**config.mk**
```make
export PLATFORM = sky130hd
export DESIGN_NAME = jtag_tap_slave
export DESIGN_NICKNAME = d
export VERILOG_FILES = /design/src/rtl/jtag_pkg.sv /design/src/rtl/jtag_tap_slave_fsm.sv /design/src/rtl/jtag_tap_slave.sv
export SDC_FILE = /design/constraint.sdc
export NUM_CORES = 1
export LEC_CHECK = 0
export BUFFER_PORTS_ARGS = -buffer_cell sky130_fd_sc_hd__buf_2
export CAP_MARGIN = 25
export CORE_ASPECT_RATIO = 1.75
export CORE_MARGIN = 3
export CORE_UTILIZATION = 47
export CTS_BUF_LIST = sky130_fd_sc_hd__clkbuf_4
export DETAILED_ROUTE_END_ITERATION = 16
export PLACE_DENSITY = 0.69
export SYNTH_ARGS = -nofsm -noshare
export SYNTH_HDL_FRONTEND = slang
export SYNTH_SLANG_ARGS = --single-unit
```
**constraint.sdc**
```tcl
create_clock -name tck -period 2.25 [get_ports tck]
set_input_delay 0.225 -clock tck [delete_from_list [all_inputs] [get_ports tck]]
set_output_delay 0.225 -clock tck [all_outputs]
set_load 0.01 [all_outputs]
```
**src/rtl/jtag_pkg.sv**
```systemverilog
// Shared JTAG TAP definitions: state encoding, instruction codes and the
// 1149.1 next-state function used by the TAP controller.
package jtag_pkg;

    // Standard 1149.1 state encoding (TLR = 4'hF).
    typedef enum logic [3:0] {
        EX2_DR = 4'h0,
        EX1_DR = 4'h1,
        SH_DR  = 4'h2,
        PA_DR  = 4'h3,
        SEL_IR = 4'h4,
        UPD_DR = 4'h5,
        CAP_DR = 4'h6,
        SEL_DR = 4'h7,
        EX2_IR = 4'h8,
        EX1_IR = 4'h9,
        SH_IR  = 4'hA,
        PA_IR  = 4'hB,
        RTI    = 4'hC,
        UPD_IR = 4'hD,
        CAP_IR = 4'hE,
        TLR    = 4'hF
    } tap_state_e;

    // Instruction codes; BYPASS is all ones at any IR width.
    localparam int IR_BYPASS = -1;
    localparam int IR_IDCODE = 1;
    localparam int IR_USER   = 2;

    function automatic tap_state_e next_tap_state(
        input tap_state_e s,
        input logic       tms
    );
        tap_state_e n;
        n = TLR;
        case (s)
            TLR:     n = tms ? TLR    : RTI;
            RTI:     n = tms ? SEL_DR : RTI;
            SEL_DR:  n = tms ? SEL_IR : CAP_DR;
            CAP_DR:  n = tms ? EX1_DR : SH_DR;
            SH_DR:   n = tms ? EX1_DR : SH_DR;
            EX1_DR:  n = tms ? UPD_DR : PA_DR;
            PA_DR:   n = tms ? EX2_DR : PA_DR;
            EX2_DR:  n = tms ? UPD_DR : SH_DR;
            UPD_DR:  n = tms ? SEL_DR : RTI;
            SEL_IR:  n = tms ? TLR    : CAP_IR;
            CAP_IR:  n = tms ? EX1_IR : SH_IR;
            SH_IR:   n = tms ? EX1_IR : SH_IR;
            EX1_IR:  n = tms ? UPD_IR : PA_IR;
            PA_IR:   n = tms ? EX2_IR : PA_IR;
            EX2_IR:  n = tms ? UPD_IR : SH_IR;
            UPD_IR:  n = tms ? SEL_DR : RTI;
            default: n = TLR;
        endcase
        return n;
    endfunction

endpackage

```
**src/rtl/jtag_tap_slave_fsm.sv**
```systemverilog
// TAP controller state register.
// Ports: tck, trst (sync, active-high), tms in; tap_state out.
module jtag_tap_fsm
    import jtag_pkg::*;
(
    input  logic       tck,
    input  logic       trst,
    input  logic       tms,
    output tap_state_e tap_state
);

    tap_state_e r_state;

    always_ff @(posedge tck) begin
        if (trst) begin
            r_state <= TLR;
        end else begin
            r_state <= next_tap_state(r_state, tms);
        end
    end

    assign tap_state = r_state;

endmodule

```
**src/rtl/jtag_tap_slave.sv**
```systemverilog
// JTAG target TAP with IR, BYPASS, IDCODE and a USER data register.
// Ports: tck/trst/tms/tdi in, tdo/tdo_en out, tap_state, USER capture/update.
module jtag_tap_slave
    import jtag_pkg::*;
#(
    parameter int          IR_WIDTH   = 4,
    parameter logic [31:0] IDCODE_VAL = 32'h1234_5679,
    parameter int          USER_WIDTH = 8
) (
    input  logic                  tck,
    input  logic                  trst,
    input  logic                  tms,
    input  logic                  tdi,
    output logic                  tdo,
    output logic                  tdo_en,
    output logic [3:0]            tap_state,
    input  logic [USER_WIDTH-1:0] user_capture_d,
    output logic [USER_WIDTH-1:0] user_dr_q,
    output logic                  user_update
);

    tap_state_e            w_state;
    logic [IR_WIDTH-1:0]   r_ir;
    logic [IR_WIDTH-1:0]   r_ir_sr;
    logic                  r_bypass;
    logic [31:0]           r_id_sr;
    logic [USER_WIDTH-1:0] r_user_sr;
    logic [USER_WIDTH-1:0] r_user_dr_q;
    logic                  r_user_update;
    logic                  r_tdo;
    logic                  r_tdo_en;
    logic                  w_sel_id;
    logic                  w_sel_user;
    logic                  w_dr_lsb;

    jtag_tap_fsm u_fsm (
        .tck       (tck),
        .trst      (trst),
        .tms       (tms),
        .tap_state (w_state)
    );

    // Unknown codes (including 0) fall through to BYPASS.
    assign w_sel_id   = (r_ir == IR_WIDTH'(IR_IDCODE));
    assign w_sel_user = (r_ir == IR_WIDTH'(IR_USER));
    assign w_dr_lsb   = w_sel_id   ? r_id_sr[0]   :
                        w_sel_user ? r_user_sr[0] : r_bypass;

    always_ff @(posedge tck) begin
        if (trst) begin
            r_ir    <= IR_WIDTH'(IR_IDCODE);
            r_ir_sr <= '0;
        end else begin
            case (w_state)
                TLR:     r_ir    <= IR_WIDTH'(IR_IDCODE);
                CAP_IR:  r_ir_sr <= IR_WIDTH'(1);
                SH_IR:   r_ir_sr <= {tdi, r_ir_sr[IR_WIDTH-1:1]};
                UPD_IR:  r_ir    <= r_ir_sr;
                default: ;
            endcase
        end
    end

    always_ff @(posedge tck) begin
        if (trst) begin
            r_bypass      <= 1'b0;
            r_id_sr       <= '0;
            r_user_sr     <= '0;
            r_user_dr_q   <= '0;
            r_user_update <= 1'b0;
        end else begin
            r_user_update <= 1'b0;
            case (w_state)
                CAP_DR: begin
                    if (w_sel_id)        r_id_sr   <= IDCODE_VAL;
                    else if (w_sel_user) r_user_sr <= user_capture_d;
                    else                 r_bypass  <= 1'b0;
                end
                SH_DR: begin
                    // Shift right with tdi into the MSB; the concat/shift
                    // form also covers a one-bit USER register.
                    if (w_sel_id)
                        r_id_sr <= {tdi, r_id_sr[31:1]};
                    else if (w_sel_user)
                        r_user_sr <= USER_WIDTH'({tdi, r_user_sr} >> 1);
                    else
                        r_bypass <= tdi;
                end
                UPD_DR: begin
                    if (w_sel_user) begin
                        r_user_dr_q   <= r_user_sr;
                        r_user_update <= 1'b1;
                    end
                end
                default: ;
            endcase
        end
    end

    // TDO launches on the falling edge so the captured LSB is valid
    // before the first shifting rising edge.
    always_ff @(negedge tck) begin
        if (trst) begin
            r_tdo    <= 1'b0;
            r_tdo_en <= 1'b0;
        end else begin
            case (w_state)
                SH_IR: begin
                    r_tdo    <= r_ir_sr[0];
                    r_tdo_en <= 1'b1;
                end
                SH_DR: begin
                    r_tdo    <= w_dr_lsb;
                    r_tdo_en <= 1'b1;
                end
                default: begin
                    r_tdo    <= 1'b0;
                    r_tdo_en <= 1'b0;
                end
            endcase
        end
    end

    assign tdo         = r_tdo;
    assign tdo_en      = r_tdo_en;
    assign tap_state   = w_state;
    assign user_dr_q   = r_user_dr_q;
    assign user_update = r_user_update;

endmodule
```
Word level (Yosys, flattened, before mapping)
Index checks and enable logic that the tools add are counted.
{"block": "word_totals", "reg_bits": 64, "inputBits": 12, "output_inout_bits": 15, "word_cells": 82}
{"block": "classes", "eq_ne": 25, "n_mux": 33, "bitwise_logic": 1, "reduce_logical": 13}
{"operator": "$mux 32", "n": 2}
{"operator": "$pmux 32 s2", "n": 1}
{"operator": "$pmux 4 s12", "n": 1}
{"operator": "$eq 4x4->1 const B", "n": 8}
{"operator": "$mux 8", "n": 4}
{"operator": "$eq 4x3->1 const B", "n": 4}
{"operator": "$ne 2x2->1 const B", "n": 8}
{"operator": "$pmux 4 s2", "n": 2}
{"operator": "$pmux 8 s2", "n": 1}
{"operator": "$eq 4x2->1 const B", "n": 3}
{"operator": "$mux 2", "n": 6}
{"operator": "$mux 3", "n": 4}
{"operator": "$reduce_and 5->1", "n": 2}
{"operator": "$mux 1", "n": 9}
{"operator": "$eq 4x1->1 const B", "n": 2}
{"operator": "$reduce_or 2->1", "n": 4}
{"operator": "$reduce_bool 2->1", "n": 3}
{"operator": "$logic_not 4->1", "n": 1}
{"operator": "$mux 4", "n": 1}
{"operator": "$pmux 1 s2", "n": 2}
{"operator": "$reduce_and 3->1", "n": 1}
{"operator": "$reduce_or 3->1", "n": 1}
{"operator": "$reduce_and 2->1", "n": 1}
{"operator": "$not 1->1", "n": 1}

Logic depth before layout (Yosys ltp)
{"block": "logic_depth", "word_depth": 4, "mapped_depth": 6, "mapped_depth_nobuf": 3}

Cells and area by module
From an unflattened synthesis, not the netlist that was laid out.
{"block": "unflattened", "hier_cells": 296, "hier_area_um2": 2647.5}
{"mod": "jtag_tap_slave", "n_inst": 1, "cells_per_inst": 272, "area_each_um2": 2454.9, "seq_area_each_um2": 1201.2}
{"mod": "jtag_tap_fsm", "n_inst": 1, "cells_per_inst": 24, "area_each_um2": 192.7, "seq_area_each_um2": 80.1}

==> flow_summary.rst <==
.. list-table::
   :header-rows: 1

   * - Metric
     - Value
   * - Number of rows in the core area
     - 36
   * - Maximum number of pins on one net before global-route repair
     - 59
   * - Antenna cells
     - 0
   * - Area overhead of the layout relative to synthesis
     - 14.0%
   * - Worst-path clk slew
     - roughly 0.10 ns
   * - Number of vias after detailed routing
     - 2477
   * - Internal power summed over all cells
     - 1470 µW
   * - Overall global routing resource usage
     - 20.7%
   * - Worst-case hold slack
     - 0.128 ns
   * - Pre-CTS setup slack
     - -0.178 ns
   * - Crit-path cells
     - buf_6 > or4b_4 > a21oi_2 > o31ai_1
   * - # IOs
     - 27
   * - Final Hold Violating Endpoints
     - 0
   * - Path type of the worst setup path
     - flip-flop to flip-flop
   * - EDFF count, synth
     - 0
   * - Tightest Pin Transition
     - about 0.6 ns
   * - Global-route wire length before repair
     - between 10000 and 15000 µm
   * - Number of max-slew violations in the final report
     - 0
   * - Seq pwr share
     - a little under three fifths
   * - Number of unique standard cell types used by synthesis
     - 37
   * - Post-DP HPWL
     - 4090 µm
   * - Required arrival time at the worst endpoint
     - 1.45 ns
   * - Skew final
     - 0.0212 ns
   * - Area share of the leading cell type in the synthesized netlist
     - between 40% and 50%
   * - Summed instance area of the synthesized netlist
     - around 2800 µm²
   * - Failing checks
     - setup timing
   * - Ratio of cells with drive above 1 in the final layout
     - 26.5%
   * - Gate family responsible for the most delay along the worst path
     - simple AND/OR/NAND/NOR gates
   * - Critical Path End Type
     - flip-flop
   * - Area after DPL
     - just over 3000 µm²
   * - Combinational fraction of design power
     - 12.3%
   * - Number of DRC markers in iteration 0
     - 135
   * - Number of vias per cell after detailed routing
     - 5.86
   * - Switching power
     - a little over 600 µW
   * - Most used DFF post-synth
     - sky130_fd_sc_hd__dfxtp_1
   * - Vertical die dimension
     - 108 µm
   * - Clock buffer count from CTS
     - 9
   * - Vias in the first global route
     - 2361
   * - Power per cell area
     - around 660 nW/µm²
   * - Maximum number of buffers from clock root to sink
     - 2
   * - Share of total power in the clock network
     - 31.7%
   * - Clock latency reported for the late side of the worst-skew pair
     - ~0.43 ns
   * - Cells taking the most area after synthesis
     - sky130_fd_sc_hd__dfxtp_1 46%, sky130_fd_sc_hd__a21oi_1 11%, sky130_fd_sc_hd__o21ai_0 5.6%
   * - Global route total overflow
     - 0
   * - Leakage
     - 0.00113 µW
   * - Flops & latches, synth
     - 64
   * - Routed wirelength normalized by instance count
     - ~15 µm
   * - Antenna violations before repair
     - 0
   * - Switching Fraction
     - 29.5%
   * - Cells after synthesis
     - around 320
   * - Sum of internal, switching and leakage power
     - 2090 µW
   * - Worst R2R Setup Slack
     - -0.13 ns
   * - Clk root buf
     - sky130_fd_sc_hd__clkbuf_4
   * - Clk sinks
     - 64
   * - RSZ-0062 raised after global routing
     - true
   * - Peak supply drop
     - 313 µV
   * - Slowest Stage Delay on Critical Path
     - 0.50 ns
   * - Buffers on Ports
     - 26
   * - Crit path max fanout
     - 2
   * - Clock tree from TritonCTS
     - done
   * - Final worst slack
     - -0.126 ns
   * - Number of violations of the max-capacitance limit
     - 0
   * - Buffers and inverters on the worst path
     - 1
   * - Finish-stage setup viols
     - 1
   * - Finished Cell Area
     - 3170 µm²
   * - Detailed Route WL
     - between 6000 and 7000 µm
   * - Result of the run
     - complete, but fails checks
   * - Final-layout fill cell count
     - 550
   * - Async set-or-reset flop fraction in the synthesized netlist
     - 0%
   * - Nets in the synthesized netlist
     - between 300 and 400
   * - Ys Warns
     - 0
   * - First-pass detailed-route iteration total
     - 4
   * - Initial Utilization
     - between 40% and 50%
   * - Startpoint types
     - flip-flop
   * - Detail Route Antenna Nets
     - 0
   * - Min-delay worst type
     - input port to flip-flop
   * - Sequential area share after synthesis
     - 46.0%
   * - Total Die Area
     - 6920 µm²
   * - Data arrival, critical path
     - 1.57 ns
   * - Last weighted congestion value of the routability-driven placer
     - 0.799
   * - Relative slew slack
     - 60.5%
   * - DRC violations left
     - 0
   * - Placeable core area
     - 5680 µm²
   * - Total number of nets in the final design
     - 354
   * - Leading area contributor after synthesis
     - sky130_fd_sc_hd__dfxtp_1
   * - Synthesized area per cell
     - 8.81 µm²
   * - Sum Neg Setup Slack
     - -0.126 ns
   * - Cell type of the slowest stage on the worst timing path
     - sky130_fd_sc_hd__or4b_4
   * - Level count of the clock H-tree
     - 3
   * - Number of buffers inserted for hold repair after clock tree synthesis
     - 0
   * - Horizontal die dimension
     - 64.2 µm
[cell usage after synthesis, types with 2 or more instances]
cell type,count
sky130_fd_sc_hd__buf_6,4
sky130_fd_sc_hd__nor4_2,11
sky130_fd_sc_hd__nand2_1,8
sky130_fd_sc_hd__inv_1,4
sky130_fd_sc_hd__o21ai_0,31
sky130_fd_sc_hd__clkbuf_1,21
sky130_fd_sc_hd__a21oi_1,59
sky130_fd_sc_hd__dfxtp_1,64
sky130_fd_sc_hd__nor3_1,19
sky130_fd_sc_hd__o31ai_1,2
sky130_fd_sc_hd__nor4b_2,2
sky130_fd_sc_hd__nand3_1,14
sky130_fd_sc_hd__nor2_1,6
sky130_fd_sc_hd__nor4_1,5
sky130_fd_sc_hd__buf_2,11
sky130_fd_sc_hd__nand3b_1,4
sky130_fd_sc_hd__mux2i_1,7
sky130_fd_sc_hd__nand4_1,18
sky130_fd_sc_hd__a211oi_1,8
[layout make-up]
cell class,instances,area [µm²],share of cell area (%)
clock inverter,8,43.8,1.38
timing repair buffer,51,332,10.4
tap,76,95.1,3.00
sequential,64,1290,40.6
clock buffer,10,75.1,2.37
multi-input combinational,211,1330,41.9
inverter,3,11.3,0.355
[worst min-delay path: cells and delay by family]
kind / cells / cell delay, ns
buffers and inverters: 1 / 0.13
AND/OR/NAND/NOR: 1 / 0.08
AO/OA/AOI/OAI: 1 / 0.08
[state kept, by name, indices dropped and copies added, names as in the netlist]
register / flops
user_dr_q: 8
r_ir_sr: 4
r_ir: 4
r_id_sr: 32
r_user_sr: 8
user_update: 1
u_fsm.tap_state: 4
tdo: 1
tdo_en: 1
r_bypass: 1
[routing by layer]
metal	track usage, %	wire (µm)
met1	22.7	2620
met5	0	0
met4	10.1	165
met3	6.06	296
met2	35.8	3440
[power groups by stage]
| stage | combinational [µW] | sequential (µW) | clock [µW] |
|---|---|---|---|
| CTS | 256 | 1170 | 696 |
| detailed placement | 254 | 1200 | 8.35 |
| finish | 257 | 1170 | 663 |
| global route | 283 | 1170 | 742 |
| floorplan | 188 | 1190 | 8.35 |
| global placement | 252 | 1190 | 8.35 |
[timing repair]
item                                    in CTS  in global routing
setup buffers                                2                  0
endpoints found under the setup margin       1                  3
pin swaps                                    4                  1
gates resized for setup                      8                  3
gates cloned                                 0                  0
[cells in the final DEF (no fill, tap or decap), drive strengths merged, types with 4 or more instances in the layout]
cell type,count
dfxtp,64
a21oi,59
buf,51
o21ai,31
nor3,19
nand4,18
nor4,16
nand3,14
clkbuf,10
a211oi,8
nand2,8
mux2i,7
nor2,6
inv,5
nand3b,4
[cells by family (layout without fill, tap and decap cells)]
family                 Yosys count  in the layout  share of synthesized area, %
buffers and inverters           41             72                          7.24
flip-flops                      64             64                          46.0
multiplexers                     7              7                          2.52
AO/OA/AOI/OAI                  104            104                          20.0
AND/OR/NAND/NOR                100            100                          24.3
[metrics by stage]
step / std cells / util, %
final: 423 / 55.9
after floorplan: 316 / -
after CTS: 423 / 55.8
after global placement: 404 / 53.1
after detailed placement: 404 / 53.1
after global routing: 423 / 55.9
[path summary, 6_finish.rpt]
path,from,endpoint,depth (start not counted)
worst min register to register,r_id_sr[17],r_id_sr[16],2
worst max register to register,r_ir[3],tdo,4
worst max-delay path,r_ir[3],tdo,4
worst min-delay path,tms,u_fsm.tap_state[2],3
Note: power is estimated with default switching activity, not from simulation.
